<file path="config.mk">
export PLATFORM = sky130hd
export DESIGN_NAME = alu_mc
export DESIGN_NICKNAME = d
export VERILOG_FILES = /design/src/rtl/alu_mc.sv
export SDC_FILE = /design/constraint.sdc
export NUM_CORES = 1
export LEC_CHECK = 0
export CORE_ASPECT_RATIO = 1.4
export CORE_UTILIZATION = 40
export CTS_CLUSTER_DIAMETER = 120
export DETAILED_ROUTE_END_ITERATION = 10
export GPL_TIMING_DRIVEN = 0
export PLACE_DENSITY = 0.58
export RECOVER_POWER = 100
export SYNTH_ARGS = -nofsm -noshare
export SYNTH_HDL_FRONTEND = slang
export SYNTH_SLANG_ARGS = --single-unit
</file>
<file path="constraint.sdc">
create_clock -name clk -period 6.21 [get_ports clk]
set_input_delay 0.621 -clock clk [delete_from_list [all_inputs] [get_ports clk]]
set_output_delay 0.621 -clock clk [all_outputs]
set_load 0.05 [all_outputs]
</file>
<file path="src/rtl/alu_mc.sv">
// rtl/alu_mc.sv - multi-cycle ALU: add/sub/or/and in one cycle, iterative mul/div/rem
// Operands latch on accept; result and flags are held until the consumer takes them.
module alu_mc #(
    parameter int WIDTH = 18
) (
    input  logic             clk,
    input  logic             rst_n,
    input  logic             in_valid,
    output logic             in_ready,
    input  logic [2:0]       control,
    input  logic [WIDTH-1:0] a,
    input  logic [WIDTH-1:0] b,
    input  logic             flush,
    output logic             out_valid,
    input  logic             out_ready,
    output logic [WIDTH-1:0] out,
    output logic             stat_zero,
    output logic             stat_sign,
    output logic             stat_overflow,
    output logic             stat_carry
);
    localparam int CW = $clog2(WIDTH + 1);
    localparam logic [CW-1:0] CNT_INIT = CW'(WIDTH);

    typedef enum logic [1:0] {IDLE, BUSY, DONE} state_t;

    state_t               state_q, state_d;
    logic [CW-1:0]        cnt_q, cnt_d;
    logic [2:0]           op_q, op_d;
    logic [WIDTH-1:0]     a_q, a_d, b_q, b_d, out_q, out_d;
    logic [2*WIDTH-1:0]   acc_q, acc_d, acc_step;
    logic                 zero_q, zero_d, sign_q, sign_d, ovf_q, ovf_d, carry_q, carry_d;
    logic [WIDTH:0]       sum, diff, mac, rsh, rdiff;
    logic [WIDTH-1:0]     res;
    logic                 res_c, res_v, load, iterative;

    // acc holds {high, low}: mul = {partial product, multiplier}, div = {remainder, dividend/quotient}
    always_comb begin
        sum   = {1'b0, a} + {1'b0, b};
        diff  = {1'b0, a} - {1'b0, b};
        mac   = {1'b0, acc_q[2*WIDTH-1:WIDTH]} + (acc_q[0] ? {1'b0, a_q} : '0);
        rsh   = {acc_q[2*WIDTH-1:WIDTH], acc_q[WIDTH-1]};
        rdiff = rsh - {1'b0, b_q};
        if (op_q == 3'b100) begin
            acc_step = {mac, acc_q[WIDTH-1:1]};
        end else if (!rdiff[WIDTH]) begin
            acc_step = {rdiff[WIDTH-1:0], acc_q[WIDTH-2:0], 1'b1};
        end else begin
            acc_step = {rsh[WIDTH-1:0], acc_q[WIDTH-2:0], 1'b0};
        end
    end

    always_comb begin
        res   = '0;
        res_c = 1'b0;
        res_v = 1'b0;
        if (state_q == IDLE) begin
            case (control)
                3'b000: begin
                    res   = sum[WIDTH-1:0];
                    res_c = sum[WIDTH];
                    res_v = (a[WIDTH-1] == b[WIDTH-1]) && (sum[WIDTH-1] != a[WIDTH-1]);
                end
                3'b001: begin
                    res   = diff[WIDTH-1:0];
                    res_c = diff[WIDTH];
                    res_v = (a[WIDTH-1] != b[WIDTH-1]) && (diff[WIDTH-1] != a[WIDTH-1]);
                end
                3'b010:  res = a | b;
                3'b011:  res = a & b;
                default: res_v = 1'b1;
            endcase
        end else begin
            case (op_q)
                3'b100: begin
                    res   = acc_step[WIDTH-1:0];
                    res_v = |acc_step[2*WIDTH-1:WIDTH];
                end
                3'b101: begin
                    res   = acc_step[WIDTH-1:0];
                    res_v = (b_q == '0);
                end
                default: begin
                    res   = acc_step[2*WIDTH-1:WIDTH];
                    res_v = (b_q == '0);
                end
            endcase
        end
    end

    assign iterative = control[2] && (control != 3'b111);

    always_comb begin
        state_d = state_q;
        cnt_d   = cnt_q;
        op_d    = op_q;
        a_d     = a_q;
        b_d     = b_q;
        acc_d   = acc_q;
        load    = 1'b0;
        case (state_q)
            IDLE: begin
                if (in_valid && !flush) begin
                    op_d = control;
                    a_d  = a;
                    b_d  = b;
                    if (iterative) begin
                        state_d = BUSY;
                        cnt_d   = CNT_INIT;
                        acc_d   = {{WIDTH{1'b0}}, (control == 3'b100) ? b : a};
                    end else begin
                        state_d = DONE;
                        load    = 1'b1;
                    end
                end
            end
            BUSY: begin
                if (flush) begin
                    state_d = IDLE;
                end else begin
                    acc_d = acc_step;
                    if (cnt_q != '0) cnt_d = cnt_q - 1'b1;
                    // the last iteration's result is written on the same edge
                    if (cnt_q <= CW'(1)) begin
                        state_d = DONE;
                        load    = 1'b1;
                    end
                end
            end
            DONE:    if (out_ready) state_d = IDLE;
            default: state_d = IDLE;
        endcase
        out_d   = load ? res : out_q;
        zero_d  = load ? (res == '0) : zero_q;
        sign_d  = load ? res[WIDTH-1] : sign_q;
        ovf_d   = load ? res_v : ovf_q;
        carry_d = load ? res_c : carry_q;
    end

    always_ff @(posedge clk or negedge rst_n) begin
        if (!rst_n) begin
            state_q <= IDLE;
            cnt_q   <= '0;
            op_q    <= '0;
            a_q     <= '0;
            b_q     <= '0;
            acc_q   <= '0;
            out_q   <= '0;
            zero_q  <= 1'b0;
            sign_q  <= 1'b0;
            ovf_q   <= 1'b0;
            carry_q <= 1'b0;
        end else begin
            state_q <= state_d;
            cnt_q   <= cnt_d;
            op_q    <= op_d;
            a_q     <= a_d;
            b_q     <= b_d;
            acc_q   <= acc_d;
            out_q   <= out_d;
            zero_q  <= zero_d;
            sign_q  <= sign_d;
            ovf_q   <= ovf_d;
            carry_q <= carry_d;
        end
    end

    assign in_ready      = (state_q == IDLE);
    assign out_valid     = (state_q == DONE);
    assign out           = out_q;
    assign stat_zero     = zero_q;
    assign stat_sign     = sign_q;
    assign stat_overflow = ovf_q;
    assign stat_carry    = carry_q;
endmodule

</file>
Word level (Yosys, flattened, before mapping)

Index checks and enable logic that the tools add are counted.

Word-level logic and storage cells: 88
Register bits: 104
Memory bits (writable): 0
Latch bits: 0
Output and inout port bits: 24
Bits in read-only memories: 0
Memories: 0

Bitwise logic cells: 2
Multiply operators: 0
$lt $le $gt $ge: 1
Shifts and indexed selects: 0
Reductions and logical operators: 18
$add $sub $neg: 5
Divide/modulo/power cells: 0
Mux-type cells: 32
Equality and inequality tests: 19

Operator list:

| operator                                                       | number |
|---|---|
| 2-to-1 mux 36 bit                                              | 5 |
| 2-to-1 mux 18 bit                                              | 4 |
| one-hot mux 18 bit (4 select lines)                            | 1 |
| one-hot mux 36 bit (2 select lines)                            | 1 |
| adder 18 x 18 -> 19 bit                                        | 2 |
| logical NOT 18 bit                                             | 2 |
| 2-to-1 mux 5 bit                                               | 4 |
| subtractor 18 x 18 -> 19 bit                                   | 1 |
| subtractor 19 x 18 -> 19 bit                                   | 1 |
| AND 18 bit                                                     | 1 |
| OR 18 bit                                                      | 1 |
| OR reduction 18 bit                                            | 1 |
| 2-to-1 mux 2 bit                                               | 5 |
| one-hot mux 5 bit (2 select lines)                             | 1 |
| == test 3 bit, second input constant                           | 3 |
| 2-to-1 mux 1 bit                                               | 7 |
| == test 3 x 2 -> 1 bit, second input constant                  | 2 |
| inequality test 2 x 1 -> 1 bit, second input constant          | 3 |
| inequality test 3 bit, second input constant                   | 2 |
| one-hot mux 2 bit (3 select lines)                             | 1 |
| less-or-equal comparator 5 x 1 -> 1 bit, second input constant | 1 |
| AND reduction 5 bit                                            | 1 |
| nonzero test 5 bit                                             | 1 |
| subtractor 5 x 1 -> 5 bit, second input constant               | 1 |
| other kinds (17)                                               | 25 |

Depth between registers and ports, before layout

Gate-level depths: netlist (run 1).

Depth in word-level cells: 6
Depth in mapped cells: 17

Worst setup path before layout (run 1)

No wires, ideal clock.

Path type: register to register
Start: reg acc_q[0]
End: reg zero_q, in the netlist stat_zero
Buffers on the path: 2
Path slack: 2.560 ns
Data arrival time: 3.558 ns
Data required time: 6.118 ns
Stages on the path, launching flop included: 17
Clock period less this slack: 3.650 ns
Cells stage by stage: dfrtp_1 clkbuf_1 clkbuf_1 and2_1 ha_1 fa_1 a211oi_1 o211ai_1 a31oi_1 nor4b_1 nor4_1 xnor2_1 a221o_1 nand3_1 o211ai_1 nand4b_1 o31ai_2

Cells in the longest elaborated chain, start to end: 6
Elaborated cells between the ends (all ways): 7
Those cells by class: 1 x add/sub; 5 x mux; 1 x reduce/logical

RTL lines:

| what                    | line | source |
|---|---|---|
| start, declared         | 31   | `logic [2*WIDTH-1:0] acc_q, acc_d, acc_step;` |
| start signal, assigned  | 147  | `acc_q <= '0;` |
| start signal, assigned  | 159  | `acc_q <= acc_d;` |
| 2-to-1 mux 18 bit       | 41   | `mac = {1'b0, acc_q[2*WIDTH-1:WIDTH]} + (acc_q[0] ? {1'b0, a_q} : '0);` |
| adder 18 x 18 -> 19 bit | 41   |  |
| 2-to-1 mux 36 bit *     | 44   | `if (op_q == 3'b100) begin` |
| 2-to-1 mux 18 bit *     | 74   | `case (op_q)` |
| 2-to-1 mux 18 bit *     | 57   | `if (state_q == IDLE) begin` |
| logical NOT 18 bit *    | 134  | `zero_d = load ? (res == '0) : zero_q;` |
| end signal, assigned    | 161  | `zero_q <= zero_d;` |
| end, declared           | 32   | `logic zero_q, zero_d, sign_q, sign_d, ovf_q, ovf_d, carry_q, carry_d;` |

Every way passes the cells marked *; elsewhere a longest branch is shown, timed or not.
A chain may end at the register's enable or synchronous reset.

Worst setup path after layout (run 1)

Start: reg acc_q[17]
End: reg ovf_q, in the netlist stat_overflow

Cells in the longest elaborated chain, start to end: 6

RTL lines:

| what                         | line | source |
|---|---|---|
| subtractor 19 x 18 -> 19 bit | 43   | `rdiff = rsh - {1'b0, b_q};` |
| 2-to-1 mux 36 bit *          | 46   | `end else if (!rdiff[WIDTH]) begin` |
| 2-to-1 mux 36 bit *          | 44   |  |
| OR reduction 18 bit *        | 77   | `res_v = \|acc_step[2*WIDTH-1:WIDTH];` |
| 2-to-1 mux 1 bit *           | n/a  |  |
| 2-to-1 mux 1 bit *           | 57   |  |
| end signal, assigned         | 163  | `ovf_q <= ovf_d;` |
| end, declared                | 32   |  |

Marks and branches as above.

==> flow_metrics.tcl, run 1 <==
set metrics [dict create \
    min_path_type "register to register" \
    clock-sinks 103 \
    core_area_sq_um 24600 \
    ys_ff_latch 103 \
    yosys_warnings 0 \
    synthArstFlopShare 1.00 \
    rows 68 \
    start_util 0.407 \
    track_usage 0.305 \
    synth_area_leaders "dfrtp_1, ha_1, nand2_1, o21ai_0, a21oi_1" \
    avgSynthCellArea_sq_um 7.94 \
    cts-buffers-inserted 9 \
    drt_wl_total_mm 37.7 \
    via_per_inst 5.97 \
    area_delta_synth_final_pct 13.5 \
    dieArea_sq_um 25600 \
    clock.fmax_mhz 188 \
    first_pass_iters 5 \
    startpoint_type "register" \
    crit_family "buffers and inverters" \
    clock_latency_ns 0.37 \
    diodes 0 \
    p_leak_nw 4.98 \
    portBuffers 67 \
    worst_slack_ns 0.886 \
    ys_types 82 \
    gp_congestion 0.990 \
    antenna_found_initial 1 \
    cts_tree "yes" \
    synth_ff_type "dfrtp_1" \
    r2r_setup_slack_ns 0.89 \
    cts.clk_slew.worst_paths_ns 0.07 \
    skew_ns 0.00643 \
    worstPathArrival_ns 5.58 \
    final_hold_viol_count 0 \
    p_per_area_nw_per_um2 478 \
    synth-edff-count 0 \
    io_pins 68 \
    worst-path-buf-inv 4 \
    power_mw 5.43 \
    yosysMostFrequentCell "nand2_1" \
    yosysTopAreaCellShare 0.258 \
    drt_iter0_markers 721 \
    setup_violations 0 \
    ant_nets 0 \
    max-slew-margin-rel -0.587 \
    die_y_microns 189 \
    finalSetupTns_ns 0 \
    rsz0062_at_grt "false" \
    cts_hold_buf 0 \
    synth_nets 1408 \
    grt_start_max_net_pins 67 \
    yosys-top-cells-count "nand2_1, dfrtp_1, o21ai_0" \
    yosys.area.top_type "dfrtp_1" \
    post_cts_buffers 0 \
    root_buffer "clkbuf_16" \
    route.vias.total 9903 \
    slowest_delay_ns 0.66 \
    gr-total-overflow 0 \
    hold_slack_ns 0.491 \
    grt_pass1_vias 9826 \
    required_ns 6.46 \
    worstPathMaxFanout 10 \
    wire_per_inst_microns 22.7 \
    place_area_sq_um 11100 \
    outcome "finished, violations left" \
    htree_num_levels 3 \
    min_period_over_period 0.857 \
    synth_cells 1259 \
    vdd_drop_max_uv 245 \
    ctsResizeCount 0 \
    place_ws_ns 1.26 \
    grt_pass1_wl_mm 58.0 \
    drc 0 \
    critPathSlowestCell "clkbuf_1" \
    end_kind "register" \
    drv_slew 38 \
    syn_area_sq_um 10000 \
    tightest_slew_ns 2.38 \
    period_needed_ns 5.32 \
    cp_cell_sequence "inv_1 -> ha_1 -> inv_1 -> fa_1 -> a21o_1 -> nand3_1 -> a21oi_1 -> o2111ai_1 -> and3_1 -> clkbuf_1 -> clkbuf_1 -> mux2i_1 -> a21oi_1 -> nor4_1 -> nand4_1 -> nor4b_2 -> o21ai_1" \
    critPathKind "register to register" \
    clk_path_buf_depth 2 \
    dp_hpwl_mm 30.6 \
    violations "max-capacitance violations, max-slew violations" \
    die_w_microns 136 \
    seq_area_frac_synth 0.258 \
    layout-drive-gt1-share 0.0484 \
    fin_area_sq_um 11400 \
    maxCapViolCount 1 \
    nets 1488 \
]
==> layout by cell type, fill, tap and decap left out, drive strengths merged, types with 13 or more instances in the layout <==
master         instances
a21o                  17
a21oi                 93
a22o                  14
a31oi                 26
and2                  27
clkbuf                74
clkdlybuf4s50         39
dfrtp                103
dlygate4sd3           27
ha                   101
inv                   90
mux2                  28
mux2i                 35
nand2                170
nand3                 31
nor2                  83
nor2b                 13
nor3                  14
nor4                  14
o211ai                19
o21ai                106
xnor2                 31
==> report_power, final <==
| group | switching (mW) | total, mW | internal, mW |
|---|---|---|---|
| Clock | 0.287 | 0.576 | 0.289 |
| Combinational | 2.28 | 3.60 | 1.33 |
| Sequential | 0.283 | 1.25 | 0.970 |
| Total | 2.85 | 5.43 | 2.59 |
==> state kept, by name (all words and copies together), names as in the netlist <==
name,flops
stat_carry,1
out,18
a_q,18
state_q,2
stat_zero,1
acc_q,36
cnt_q,5
op_q,3
b_q,18
stat_overflow,1
==> cells by family after synthesis <==
| kind of cell | Yosys count | share of synthesized area |
|---|---|---|
| DFF | 103 | 0.258 |
| adders and majority gates | 105 | 0.134 |
| and+or+nand+nor | 406 | 0.191 |
| buffers and inverters | 158 | 0.0641 |
| muxes | 63 | 0.0669 |
| xor gates and xnor gates | 42 | 0.0368 |
| AOI/OAI and AO/OA | 382 | 0.249 |
==> worst register-to-register path, delay by kind of cell (launching register included) <==
family	cells	cell delay (ns)
and+or+nand+nor	5	1.31
DFF	1	0.42
buffers and inverters	4	1.33
muxes	1	0.40
adders and majority gates	2	0.63
AOI/OAI and AO/OA	5	1.11
==> layer usage <==
| layer | global-route usage | part of all wire | vias to the layer above |
|---|---|---|---|
| met4 | 0.194 | 0.070 | 0 |
| met1 | 0.351 | 0.39 | 4740 |
| met2 | 0.532 | 0.50 | 356 |
| li1 | - | - | 4678 |
| met3 | 0.0332 | 0.046 | 129 |
| met5 | 0 | 0 | - |
==> worst paths after layout <==
path / from / to / depth (start not counted)
setup / recovery: acc_q[17] / stat_overflow / 17
hold / removal: stat_zero / stat_zero / 2
setup reg to reg: acc_q[17] / stat_overflow / 17
hold reg to reg: stat_zero / stat_zero / 2
max in group asynchronous: rst_n / b_q[3] / 1
min in group asynchronous: rst_n / acc_q[32] / 1
==> through the flow <==
| step | util | cells |
|---|---|---|
| after global routing | 0.462 | 1659 |
| after global placement | 0.450 | 1641 |
| after CTS | 0.463 | 1659 |
| after detailed placement | 0.452 | 1643 |
| after floorplan | - | 1259 |
| final | 0.462 | 1659 |
==> area by class of cell <==
cell class / count / area (sq um)
fill: 2482 / 13200
multi-input combinational: 998 / 6780
sequential: 103 / 2580
timing repair buffer: 69 / 699
tap: 315 / 394
inverter: 88 / 330
buffer: 70 / 284
clock buffer: 10 / 239
clock inverter: 6 / 52.6
Note: power is estimated with default switching activity, not from simulation.
==> inputs of run 2 (changes only) <==
PLACE_DENSITY = default   (was 0.58)
==> run 2 against run 1 <==
Compared with the run above: the run still ends with max-capacitance violations, max-slew violations left; design area is 0.33% lower; non-clock buffer count stayed put; utilization is 0.15 points lower; sequential share of layout area is 0.075 points higher; wire length is 0.91% lower; die area stayed put; cell count is 0.12% lower; sequential power hardly changed; power is 0.86% lower; clock skew is 0.0046 ns higher; highest routed layer unchanged.
==> flow_metrics.tcl, run 2 (same netlist as run 1, synthesis figures left out) <==
set metrics [dict create \
    outcome "finished, violations left" \
    violations "max-capacitance violations, max-slew violations" \
    clock.fmax_mhz 183 \
    nets 1488 \
    critPathKind "register to register" \
    r2r_setup_slack_ns 0.74 \
    drt_iter0_markers 893 \
    end_kind "register" \
    root_buffer "clkbuf_16" \
    final_core_util 0.460 \
    worstPathMaxFanout 10 \
    max-slew-margin-rel -0.690 \
    track_usage 0.301 \
    min_path_type "register to register" \
    largest_register_ffs 36 \
    cts-buffers-inserted 9 \
    cts.clk_slew.worst_paths_ns 0.08 \
    r2r-end "stat_overflow" \
    startpoint_type "register" \
    required_ns 6.46 \
    dp_hpwl_mm 30.2 \
    period_needed_ns 5.47 \
    worstPathArrival_ns 5.72 \
    dieArea_sq_um 25600 \
    clock-sinks 103 \
    regMostFlops "acc_q" \
    tightest_slew_ns 2.54 \
    diodes 0 \
    core_area_sq_um 24600 \
    area_delta_synth_final_pct 13.1 \
    rows 68 \
    hold_end "out[15]" \
    die_y_microns 189 \
    setup_violations 0 \
    layout-drive-gt1-share 0.0469 \
    io_pins 68 \
    die_w_microns 136 \
    p_leak_nw 4.96 \
    start_util 0.407 \
    r2r_start "acc_q[17]" \
    drc 0 \
    final_hold_viol_count 0 \
    finalSetupTns_ns 0 \
    first_pass_iters 6 \
    grt_pass1_wl_mm 57.3 \
    clock_latency_ns 0.37 \
    maxCapViolCount 1 \
    final_common_cell "nand2_1" \
    grt_start_max_net_pins 63 \
    layout_common_cells "nand2_1, o21ai_0, dfrtp_1" \
    gp_congestion 0.972 \
    vdd_drop_max_uv 203 \
    portBuffers 67 \
    via_per_inst 6.01 \
    wire_per_inst_microns 22.5 \
    ctsResizeCount 0 \
    gr-total-overflow 0 \
    cts_hold_buf 0 \
    skew_ns 0.0110 \
    hold_depth 1 \
    clk_path_buf_depth 2 \
    htree_num_levels 3 \
    rsz0062_at_grt "false" \
    post_cts_buffers 0 \
    cts_tree "yes" \
    min-delay-start "out[15]" \
    p_per_area_nw_per_um2 476 \
    rr_worst_depth 17 \
    min_period_over_period 0.881 \
    grt_pass1_vias 9879 \
    ant_nets 0 \
    antenna_found_initial 0 \
    drv_slew 42 \
    route.vias.total 9965 \
    drt_wl_total_mm 37.3 \
]
-- run 2: report_power, final --
part	internal, mW	switching [mW]	total (mW)	leakage [nW]
registers	0.971	0.273	1.24	1.26
logic	1.33	2.27	3.60	3.58
clock network	0.269	0.274	0.542	0.128
total	2.57	2.82	5.39	4.96
-- run 2: worst max-delay path by stage --
stage | from | endpoint | slack (ns) | depth (start not counted)
4_1_cts | acc_q[0] | stat_zero | 1.40 | 16
5_1_grt | acc_q[17] | stat_overflow | 0.57 | 17
3_3_place_gp | rst_n | a_q[5] | 0.30 | 1
6_report | acc_q[17] | stat_overflow | 0.74 | 17
2_1_floorplan | acc_q[0] | stat_zero | 2.56 | 16
3_5_place_dp | b[5] | stat_zero | 1.11 | 15
-- run 2: area by class of cell --
type / count / area, sq um
clock inverters: 5 / 35.0
well taps: 315 / 394
plain buffers: 70 / 284
repair buffers: 69 / 699
fillers: 2500 / 13300
multi-input cells: 998 / 6770
inverters: 88 / 330
clock buffers: 9 / 225
flip-flops and latches: 103 / 2580
-- run 2: metal layers --
layer / global-route usage / vias to the layer above / routed length [microns]
li1: - / 4675 / -
met1: 0.346 / 4800 / 14200
met2: 0.528 / 372 / 18800
met3: 0.0308 / 118 / 1900
met4: 0.188 / 0 / 2390
met5: 0 / - / 0
-- run 2: metrics by stage --
step / area, sq um / worst slack (ns) / power, mW / cells / hold slack [ns]
after floorplan: 10000 / 2.56 / 3.70 / 1259 / 0.325
after global placement: 11100 / 0.298 / 4.80 / 1641 / 0.472
after detailed placement: 11100 / 1.11 / 4.83 / 1643 / 0.486
after CTS: 11400 / 1.40 / 5.39 / 1657 / 0.273
after global routing: 11300 / 0.566 / 5.73 / 1657 / 0.509
final: 11300 / 0.738 / 5.39 / 1657 / 0.488
-- run 2: worst max-delay path: stages, from the launching register on --
cell       delay, ns
dfrtp_1         0.43
inv_1           0.26
ha_1            0.24
inv_1           0.06
fa_1            0.40
a21o_1          0.20
nand3_1         0.13
a21oi_1         0.17
o2111ai_1       0.48
and3_1          0.22
clkbuf_1        0.39
clkbuf_1        0.62
mux2i_1         0.44
a21oi_1         0.16
nor4_1          0.40
nand4_1         0.25
nor4b_1         0.39
o21ai_1         0.10
==> variant 1 (config.mk and constraints of run 1) <==
Change the parameter `WIDTH` from 18 to 14.
--- a/src/rtl/alu_mc.sv
+++ b/src/rtl/alu_mc.sv
@@ -1,7 +1,7 @@
 // rtl/alu_mc.sv - multi-cycle ALU: add/sub/or/and in one cycle, iterative mul/div/rem
 // Operands latch on accept; result and flags are held until the consumer takes them.
 module alu_mc #(
-    parameter int WIDTH = 18
+    parameter int WIDTH = 14
 ) (
     input  logic             clk,
     input  logic             rst_n,
Interface: changed (resized a, b and out); port bits go from 68 to 56. No check against the original RTL was run, so the function may have changed too.
==> variant 1 against run 1 <==
The run still ends with max-capacitance violations, max-slew violations left; critical path depth shrank 4; die area shrank 21%; setup slack gained 0.44 ns; sequential power shrank 22%; synthesized cell count shrank 17%; sequential cell count decreased by 21; routed wire length fell by 23%; cell area down 21%; area after synthesis fell by 21%; non-clock buffer count shrank 29; total power down 17%; critical endpoint is now stat_zero; largest power group unchanged.
==> variant 1: results (changes against run 1) <==
{
  "status": {"value": "finished, violations left"},
  "failed_checks": {"value": "max-capacitance violations, max-slew violations"},
  "detail_route.wirelength.met1": {"value": 10900, "unit": "µm", "change": "-25%"},
  "finalHoldWorstSlack": {"value": 0.385, "unit": "ns", "change": "-0.106 ns"},
  "delay_of_the_slowest_cell_on_the_worst_path": {"value": 1.06, "unit": "ns", "change": "+0.40 ns"},
  "synth_cell_type_count": {"value": 75, "change": "-8.5%"},
  "worst_r2r_startpoint": {"value": "acc_q[20]"},
  "grtUsageMet3": {"value": 3.52, "unit": "%", "change": "+0.20 points"},
  "maximum_number_of_pins_on_one_net_before_global_route_repair": {"value": 69, "change": "+3.0%"},
  "wirelength": {"value": 29100, "unit": "µm", "change": "-23%"},
  "r2r-end": {"value": "stat_zero"},
  "post-place-cells": {"value": 1342, "change": "-18%"},
  "placement.io_buffers": {"value": 54, "change": "-19%"},
  "detailedRoute.firstIterationViolations": {"value": 663, "change": "-8.0%"},
  "synthTopCellsByCount": {"value": "sky130_fd_sc_hd__nand2_1 (145), sky130_fd_sc_hd__o21ai_0 (123), sky130_fd_sc_hd__a21oi_1 (85)"},
  "route.detailed.vias_per_inst": {"value": 5.90, "change": "-1.2%"},
  "max-cap-violations": {"value": 1, "change": "unchanged"},
  "worstHoldPathType": {"value": "in -> async"},
  "worst_clock_skew": {"value": 0.00627, "unit": "ns", "change": "-0.000165 ns"},
  "vias": {"value": 8006, "change": "-19%"},
  "critical_path.max_fanout": {"value": 8, "change": "-2"},
  "biggest_area_contributors_in_the_synthesized_netlist": {"value": "sky130_fd_sc_hd__dfrtp_1 (26%), sky130_fd_sc_hd__ha_1 (12%), sky130_fd_sc_hd__o21ai_0 (7.8%)"},
  "power_leakage": {"value": 3.98, "unit": "nW", "change": "-20%"},
  "internal_power": {"value": 2.15, "unit": "mW", "change": "-17%"},
  "worst_path_dominant_cell_family": {"value": "compound AO/OA/AOI/OAI gates"},
  "placement.cell_area": {"value": 8750, "unit": "µm²", "change": "-21%"},
  "dr_wl_met2": {"value": 15100, "unit": "µm", "change": "-19%"},
  "synth.yosys.seq_area_share": {"value": 26.1, "unit": "%", "change": "+0.28 points"},
  "final.setup.worst_slack": {"value": 1.33, "unit": "ns", "change": "+0.441 ns"},
  "final_max_slew_viol_count": {"value": 69, "change": "+82%"}
}
## variant 1: layout make-up
class / count / area (µm²)
clock buffers: 11 / 243
multi-input cells: 832 / 5320
clock inverters: 4 / 76.3
flip-flops and latches: 82 / 2050
plain buffers: 55 / 211
repair buffers: 55 / 538
fillers: 2024 / 10200
well taps: 248 / 310
inverters: 70 / 263
## variant 1: cell families after synthesis
| family | after synthesis | share of synthesized area, % |
|---|---|---|
| and+or+nand+nor | 357 | 20.9 |
| AOI/OAI and AO/OA | 345 | 27.6 |
| buffers and inverters | 125 | 6.10 |
| adders and majority gates | 82 | 13.4 |
| DFF | 82 | 26.1 |
| muxes | 27 | 3.61 |
| xor gates and xnor gates | 21 | 2.34 |
## variant 1: power groups by stage
stage	sequential [mW]	combinational [mW]	clock [mW]
finish	0.979	2.92	0.597
global route	1.00	3.14	0.614
CTS	0.977	2.91	0.597
detailed placement	0.987	2.89	0
global placement	0.984	2.88	0
floorplan	1.08	1.86	0
==> variant 2 (config.mk and constraints of run 1) <==
Without the edit above. Re-encode `state_t` (3 states) as one-hot, 3 bits wide.
--- a/src/rtl/alu_mc.sv
+++ b/src/rtl/alu_mc.sv
@@ -22,7 +22,7 @@
     localparam int CW = $clog2(WIDTH + 1);
     localparam logic [CW-1:0] CNT_INIT = CW'(WIDTH);
 
-    typedef enum logic [1:0] {IDLE, BUSY, DONE} state_t;
+    typedef enum logic [2:0] {IDLE = 3'b001, BUSY = 3'b010, DONE = 3'b100} state_t;
 
     state_t               state_q, state_d;
     logic [CW-1:0]        cnt_q, cnt_d;
Formal check against the unedited RTL: same outputs for any inputs over 4 cycles, from zero or initial values and one cycle with rst_n low; so few cycles prove little.
==> variant 2 against run 1 <==
The flow still finishes with violations (max-capacitance violations, max-slew violations); area after synthesis rose by 3.7%; routed wire length increased by 6.8%; fmax shrank 1.2%; setup slack worse by 0.067 ns; sequential cell count up 1; total power down 37%; cell area up 3.1%; die area grew 3.7%; largest cell class unchanged; largest power group unchanged.
==> variant 2: results (changes against run 1) <==
{
  "groute.usage.overall": {"value": 30.9, "unit": "%", "change": "+0.44 points"},
  "timing.max_slew.rel_slack": {"value": -59.5, "unit": "%", "change": "-0.77 points"},
  "power_leakage": {"value": 5.23, "unit": "nW", "change": "+5.1%"},
  "synthTopCellsByCount": {"value": "sky130_fd_sc_hd__nand2_1 (129), sky130_fd_sc_hd__nor2_1 (118), sky130_fd_sc_hd__o21ai_0 (108)"},
  "worst_path_dominant_cell_family": {"value": "compound AO/OA/AOI/OAI gates"},
  "grt_pass1_vias": {"value": 10303, "change": "+4.9%"},
  "failed_checks": {"value": "max-capacitance violations, max-slew violations"},
  "layout.nets": {"value": 1545, "change": "+3.8%"},
  "detail_route.wirelength.met1": {"value": 15500, "unit": "µm", "change": "+5.9%"},
  "global_route_wire_length_before_repair": {"value": 61600, "unit": "µm", "change": "+6.2%"},
  "worst_clock_skew": {"value": 0.0135, "unit": "ns", "change": "+0.00702 ns"},
  "grt_util_met2": {"value": 57.1, "unit": "%", "change": "+3.9 points"},
  "maximum_number_of_pins_on_one_net_before_global_route_repair": {"value": 68, "change": "+1.5%"},
  "status": {"value": "finished, violations left"},
  "detail_route.first_pass.iterations": {"value": 8, "change": "+3"},
  "synth.yosys.seq_area_share": {"value": 25.1, "unit": "%", "change": "-0.68 points"},
  "grtUsageMet3": {"value": 2.88, "unit": "%", "change": "-0.44 points"},
  "route.detailed.vias_per_inst": {"value": 6.09, "change": "+2.0%"},
  "dr_wl_met3": {"value": 2020, "unit": "µm", "change": "+17%"},
  "detailedRoute.firstIterationViolations": {"value": 777, "change": "+7.8%"},
  "number_of_antenna_violations_at_the_first_check_in_global_routing": {"value": 0, "change": "-1"},
  "max-cap-violations": {"value": 1, "change": "unchanged"},
  "final_layout_size_suffix_gt1_share": {"value": 3.85, "unit": "%", "change": "-0.98 points"},
  "worst_path_max_delay_cell": {"value": "sky130_fd_sc_hd__a311oi_1"},
  "biggest_area_contributors_in_the_synthesized_netlist": {"value": "sky130_fd_sc_hd__dfrtp_1 (25%), sky130_fd_sc_hd__ha_1 (12%), sky130_fd_sc_hd__o21ai_0 (5.2%)"},
  "final_max_slew_viol_count": {"value": 38, "change": "unchanged"},
  "synth_cell_type_count": {"value": 84, "change": "+2.4%"}
}
[variant 2: cell type report]
cell class / count / area [µm²]
well taps: 319 / 399
plain buffers: 75 / 293
clock buffers: 10 / 239
clock inverters: 6 / 51.3
repair buffers: 68 / 692
inverters: 85 / 319
multi-input cells: 1053 / 7110
flip-flops and latches: 104 / 2600
fillers: 2605 / 13800
[variant 2: logic make-up (layout without fill, tap and decap cells)]
group	count (synthesis)	count (layout)	synth area share [%]
flops	104	104	25.1
mux	62	62	6.44
buf+inv	160	244	5.98
compound gates	427	427	27.4
simple gates	425	425	19.3
xor+xnor	34	34	2.87
fa+ha+maj	105	105	13.0
[variant 2: worst paths after layout]
kind / startpoint / endpoint / slack (ns) / cells after the start
hold / removal: a_q[0] / a_q[0] / 0.48 / 2
setup reg to reg: acc_q[17] / stat_zero / 0.82 / 15
setup / recovery: acc_q[17] / stat_zero / 0.82 / 15
hold reg to reg: a_q[0] / a_q[0] / 0.48 / 2
max in group asynchronous: rst_n / acc_q[16] / 3.87 / 1
min in group asynchronous: rst_n / a_q[2] / 0.97 / 1
[variant 2: worst register-to-register path, cell delays in order, from the launching register on]
cell,delay [ns]
sky130_fd_sc_hd__dfrtp_1,0.49
sky130_fd_sc_hd__inv_1,0.10
sky130_fd_sc_hd__ha_1,0.16
sky130_fd_sc_hd__inv_1,0.06
sky130_fd_sc_hd__fa_1,0.43
sky130_fd_sc_hd__a21o_1,0.20
sky130_fd_sc_hd__a31oi_1,0.39
sky130_fd_sc_hd__o22ai_1,0.27
sky130_fd_sc_hd__o22ai_1,0.71
sky130_fd_sc_hd__nor2_1,0.18
sky130_fd_sc_hd__clkbuf_1,0.30
sky130_fd_sc_hd__a311oi_1,0.75
sky130_fd_sc_hd__o2111ai_1,0.24
sky130_fd_sc_hd__nor4_1,0.42
sky130_fd_sc_hd__nand4b_1,0.24
sky130_fd_sc_hd__o41ai_1,0.37
[variant 2: through the flow]
| stage | total power [mW] | cells | cell area (µm²) | worst slack [ns] | hold WS, ns |
|---|---|---|---|---|---|
| 3_5_place_dp | 2.84 | 1704 | 11500 | 0.928 | 0.465 |
| 5_1_grt | 3.62 | 1720 | 11700 | 0.523 | 0.503 |
| 6_report | 3.40 | 1720 | 11700 | 0.819 | 0.477 |
| 4_1_cts | 3.42 | 1720 | 11800 | 1.30 | 0.259 |
| 2_1_floorplan | 2.22 | 1317 | 10400 | 2.75 | 0.325 |
| 3_3_place_gp | 2.83 | 1703 | 11400 | 0.228 | 0.456 |
[variant 2: power breakdown]
| part | internal (mW) | switching [mW] | total (mW) |
|---|---|---|---|
| sequential | 0.834 | 0.151 | 0.985 |
| clock | 0.289 | 0.292 | 0.582 |
| combinational | 0.651 | 1.18 | 1.84 |
| total | 1.77 | 1.63 | 3.40 |
